===== config.mk =====
export PLATFORM = sky130hd
export DESIGN_NAME = fetch_unit
export DESIGN_NICKNAME = d
export VERILOG_FILES = /design/src/rtl/fetch_unit.sv
export SDC_FILE = /design/constraint.sdc
export NUM_CORES = 1
export LEC_CHECK = 0
export ABC_AREA = 1
export CAP_MARGIN = 20
export CORE_ASPECT_RATIO = 1.25
export CORE_MARGIN = 5
export CORE_UTILIZATION = 48
export CTS_CLUSTER_DIAMETER = 30
export DETAILED_ROUTE_END_ITERATION = 8
export PLACE_DENSITY = 0.8
export SLEW_MARGIN = 20
export SYNTH_ARGS = -nofsm -noshare
export SYNTH_HDL_FRONTEND = slang
export SYNTH_SLANG_ARGS = --single-unit

===== constraint.sdc =====
create_clock -name clk -period 2.8 [get_ports clk]
set_input_delay 0.7 -clock clk [delete_from_list [all_inputs] [get_ports clk]]
set_output_delay 0.7 -clock clk [all_outputs]
set_load 0.005 [all_outputs]

===== src/rtl/fetch_unit.sv =====
// SEQ core instruction-fetch front end: PC, fetch queue, decode handshake.
// Optional macro FETCH_MISALIGN_CHECK_EN: halt fetch on misaligned redirect.
module fetch_unit #(
  parameter logic [31:0] RESET_PC = 32'h0000_0000,
  parameter int          DEPTH    = 4
) (
  input  logic                       clk,
  input  logic                       rst_n,
  output logic [31:0]                imem_pc,
  input  logic [31:0]                imem_instr,
  input  logic                       redirect_valid,
  input  logic [31:0]                redirect_pc,
  output logic                       id_valid,
  input  logic                       id_ready,
  output logic [31:0]                id_pc,
  output logic [31:0]                id_instr,
  output logic [$clog2(DEPTH):0]     fetch_count,
  output logic                       misalign_err
);

  localparam int AW = $clog2(DEPTH);
  localparam logic [AW:0] FULL = (AW+1)'(DEPTH);
  localparam logic [31:0] NOP = 32'h0000_0013;

  logic [31:0]   pc_q, pc_d;
  logic [AW-1:0] rd_q, rd_d;
  logic [AW-1:0] wr_q, wr_d;
  logic [AW:0]   cnt_q, cnt_d;
  logic          err_q, err_d;
  logic [31:0]   pcm_q [DEPTH];
  logic [31:0]   insm_q [DEPTH];

  logic          enq;
  logic          deq;
  logic          halt;
  logic          bad_tgt;
  logic [31:0]   tgt;

`ifdef FETCH_MISALIGN_CHECK_EN
  assign bad_tgt = |redirect_pc[1:0];
  assign halt    = err_q;
  assign tgt     = redirect_pc;
`else
  logic unused_lsb;
  assign unused_lsb = ^redirect_pc[1:0];
  assign bad_tgt    = 1'b0;
  assign halt       = 1'b0;
  assign tgt        = {redirect_pc[31:2], 2'b00};
`endif

  assign id_valid = (cnt_q != '0) & ~redirect_valid;
  assign deq      = id_valid & id_ready;
  assign enq      = ~redirect_valid & ~halt
                  & ((cnt_q < FULL) | deq);

  assign imem_pc      = pc_q;
  assign fetch_count  = cnt_q;
  assign misalign_err = err_q;
  assign id_pc        = id_valid ? pcm_q[rd_q]  : 32'h0;
  assign id_instr     = id_valid ? insm_q[rd_q] : NOP;

  // Next-state: redirect flushes and reloads; otherwise enq/deq bookkeeping.
  always_comb begin
    pc_d  = pc_q;
    rd_d  = rd_q;
    wr_d  = wr_q;
    cnt_d = cnt_q;
    err_d = err_q;
    if (redirect_valid) begin
      rd_d  = '0;
      wr_d  = '0;
      cnt_d = '0;
      if (bad_tgt) err_d = 1'b1;
      else         pc_d  = tgt;
    end else begin
      if (enq) begin
        wr_d = wr_q + 1'b1;
        pc_d = pc_q + 32'd4;
      end
      if (deq) rd_d = rd_q + 1'b1;
      unique case ({enq, deq})
        2'b10:   cnt_d = cnt_q + 1'b1;
        2'b01:   cnt_d = cnt_q - 1'b1;
        default: cnt_d = cnt_q;
      endcase
    end
  end

  // Control state registers.
  always_ff @(posedge clk or negedge rst_n) begin
    if (!rst_n) begin
      pc_q  <= RESET_PC;
      rd_q  <= '0;
      wr_q  <= '0;
      cnt_q <= '0;
      err_q <= 1'b0;
    end else begin
      pc_q  <= pc_d;
      rd_q  <= rd_d;
      wr_q  <= wr_d;
      cnt_q <= cnt_d;
      err_q <= err_d;
    end
  end

  // Queue storage: capture {pc, instr} at the write pointer.
  always_ff @(posedge clk or negedge rst_n) begin
    if (!rst_n) begin
      for (int i = 0; i < DEPTH; i++) begin
        pcm_q[i]  <= 32'h0;
        insm_q[i] <= NOP;
      end
    end else if (enq) begin
      pcm_q[wr_q]  <= pc_q;
      insm_q[wr_q] <= imem_instr;
    end
  end

endmodule

==> impl_metrics.tcl <==
set metrics [dict create \
    cpMostUsedCell "buf_6" \
    hold_ws_ns 0.0746 \
    yosysWarningCount 0 \
    synth_xor_area_share_pct 0.126 \
    cp_cell_sequence "buf_16, buf_6, buf_6, nor2_1, nor2_2, o21ai_4, a21oi_2, clkdlybuf4s15_2" \
    grt_start_max_net_pins 80 \
    port_buffers 161 \
    fin_nets 2152 \
    cp.arrival_ns 2.10 \
    gr-total-overflow 0 \
    p_leak_nw 9.21 \
    critPathCaptureType "primary output" \
    fill_cells 2258 \
    htree_levels 2 \
    die_y_um 200 \
    hold_class "input port to async pin" \
    post-route-period-util_pct 100 \
    synth_top_family_by_area "simple AND/OR/NAND/NOR gates" \
    p_total_mw 22.4 \
    hold_buffers 0 \
    postPlaceCellArea_um2 16100 \
    floorplan.rows 69 \
    antennaDiodeCount 0 \
    irDropWorstVdd_mv 0.536 \
    firstDrtPassIters 5 \
    power_density_nw_per_um2 1190 \
    ys.flop_type "dfrtp_1" \
    synth_async_sr_flop_share_pct 100 \
    wl_per_cell_um 18.4 \
    worstPathRequired_ns 2.10 \
    grt_pass1_wl_um 72100 \
    dpl.cell_count 2373 \
    drive_gt1_share_pct 17.6 \
    netlist_area_um2 13900 \
    cts_max_path_buffers 3 \
    clk_pin_slew_ns 0.05 \
    ys_seq_elements 285 \
    setup_slack_ns 0.000305 \
    final_util_pct 65.9 \
    area_delta_synth_final_pct 35.2 \
    cp_max_fo 7 \
    yosys-top-cells-area "dfrtp_1 (49%), nand2_1 (19%), o21ai_0 (9.7%)" \
    start_util_pct 48.7 \
    finalWirelength_um 46100 \
    postLayoutCellArea_um2 18800 \
    ys_seq_area_share_pct 51.3 \
    slowest_stage "dfrtp_4" \
    critPathLaunchType "flop" \
    synth_common_cells "nand2_1 (705), nor2_1 (301), dfrtp_1 (273)" \
    slew_violations 0 \
    antenna_left 0 \
    finalSetupTns_ns 0 \
    cts_sinks 285 \
    dieArea_um2 32500 \
    clk_latency_ns 0.57 \
    cap_violations 0 \
    first_iter_violations 1556 \
    place_ws_ns -0.236 \
    synth_compound_area_share_pct 12.4 \
    io_pins 169 \
    setup_viol 0 \
    yosysMostFrequentCell "nand2_1" \
    clockRootBuffer "clkbuf_16" \
    fmax_ghz 0.357 \
    yosys.area.top_type_share_pct 49.0 \
    synth_cell_type_count 32 \
    drc 0 \
    cts_buffers 54 \
    cts_tree "yes" \
    synthAdderAreaFrac_pct 0.593 \
    yosys.area_share.simple_pct 29.6 \
    synth_top_area_cell "dfrtp_1" \
    maxSlewHeadroom_pct 57.4 \
    via_per_inst 5.48 \
    die_w_um 162 \
    grt_usage_pct 27.4 \
    antenna_found_initial 1 \
    rsz0062_at_grt "yes" \
    hold_viol 0 \
    worst_pin_slew_ns 0.637 \
    status "finished, final reports clean" \
    critPathMaxStageDelay_ns 0.51 \
    vias 13800 \
    syn_area_per_cell_um2 7.40 \
    netlist_instances 1882 \
    path_class "flop to primary output" \
    globalplace.congestion 0.930 \
    synth_edf_count 0 \
    core_um2 28600 \
    finClkSkew_ns 0.0182 \
    fin_cells 2512 \
    dp_hpwl_um 26600 \
    synthMuxAreaShare_pct 0 \
    period_needed_ns 2.80 \
    first_global_vias 13700 \
]
==> placed cells by master (no fill, tap or decap), drive strengths merged, types with 2 or more instances in the layout <==
master and instances:
bufinv 5, a21oi 63, inv 75, conb 6, clkinvlp 7, o311ai 3
dfstp 12, ha 5, buf 128, dlygate4sd2 3, clkbuf 83, nor2 303
nand3 42, xor2 2, o21ai 270, nand2 711, clkinv 17, clkdlybuf4s15 4
nand4 2, clkdlybuf4s50 98, dfrtp 273, or2 3
==> registers in the layout (all words and copies together) (netlist names) <==
name / count
insm_q: 128
pcm_q: 120
rd_q: 2
wr_q: 2
imem_pc: 30
fetch_count: 3
==> worst max-delay path, delay by kind of cell (launching register included) <==
family | cells | cell delay (ns)
flip-flops | 1 | 0.51
buffers and inverters | 4 | 0.66
AO/OA/AOI/OAI | 2 | 0.16
AND/OR/NAND/NOR | 2 | 0.22
==> area by class of cell <==
cell class / count / area, um2 / share of cell area [%]
clock buffers: 68 / 1530 / 8.10
multi-input cells: 1416 / 6380 / 33.9
well taps: 390 / 488 / 2.59
repair buffers: 249 / 2650 / 14.1
clock inverters: 32 / 344 / 1.83
flip-flops and latches: 285 / 7150 / 38.0
inverters: 72 / 297 / 1.57
==> timing repair <==
| item | CTS | global route |
|---|---|---|
| endpoints found under the hold margin | 0 | 0 |
| resized for setup | 323 | 162 |
| pin swaps | 37 | 44 |
| endpoints found under the setup margin | 62 | 60 |
| cloned | 12 | 2 |
| setup buffers | 29 | 2 |
==> path summary, 6_finish.rpt <==
kind	cells after the start	slack [ns]	start	end
max	8	0.0003	rd_q[0]	id_instr[20]
min	1	0.07	rst_n	insm_q[10]
max reg2reg	8	0.58	imem_pc[2]	imem_pc[16]
min reg2reg	2	0.47	insm_q[64]	insm_q[64]
max in group asynchronous	2	1.90	rst_n	pcm_q[70]
min in group clk	2	0.47	insm_q[64]	insm_q[64]
==> layer usage <==
metal  vias to the layer above  wire [um]  part of all wire [%]  track usage, %
met2                       725      22300                    48            44.8
met5                         -         13                 0.028               0
met4                         2       2100                   4.5            12.8
met3                       151       3660                   7.9            5.59
li1                       6359          -                     -               -
met1                      6519      18100                    39            35.0
==> power by group <==
part           internal [mW]  switching (mW)  leakage, nW
Clock                   4.32            2.24        0.907
Sequential              6.04            1.34         3.50
Combinational           3.52            4.95         4.80
==> cells by family after synthesis <==
logic type | count (synthesis)
simple gates | 1062
compound gates | 340
flops | 285
buf+inv | 186
fa+ha+maj | 6
xor+xnor | 2
other cells | 1
Note: power is estimated with default switching activity, not from simulation.
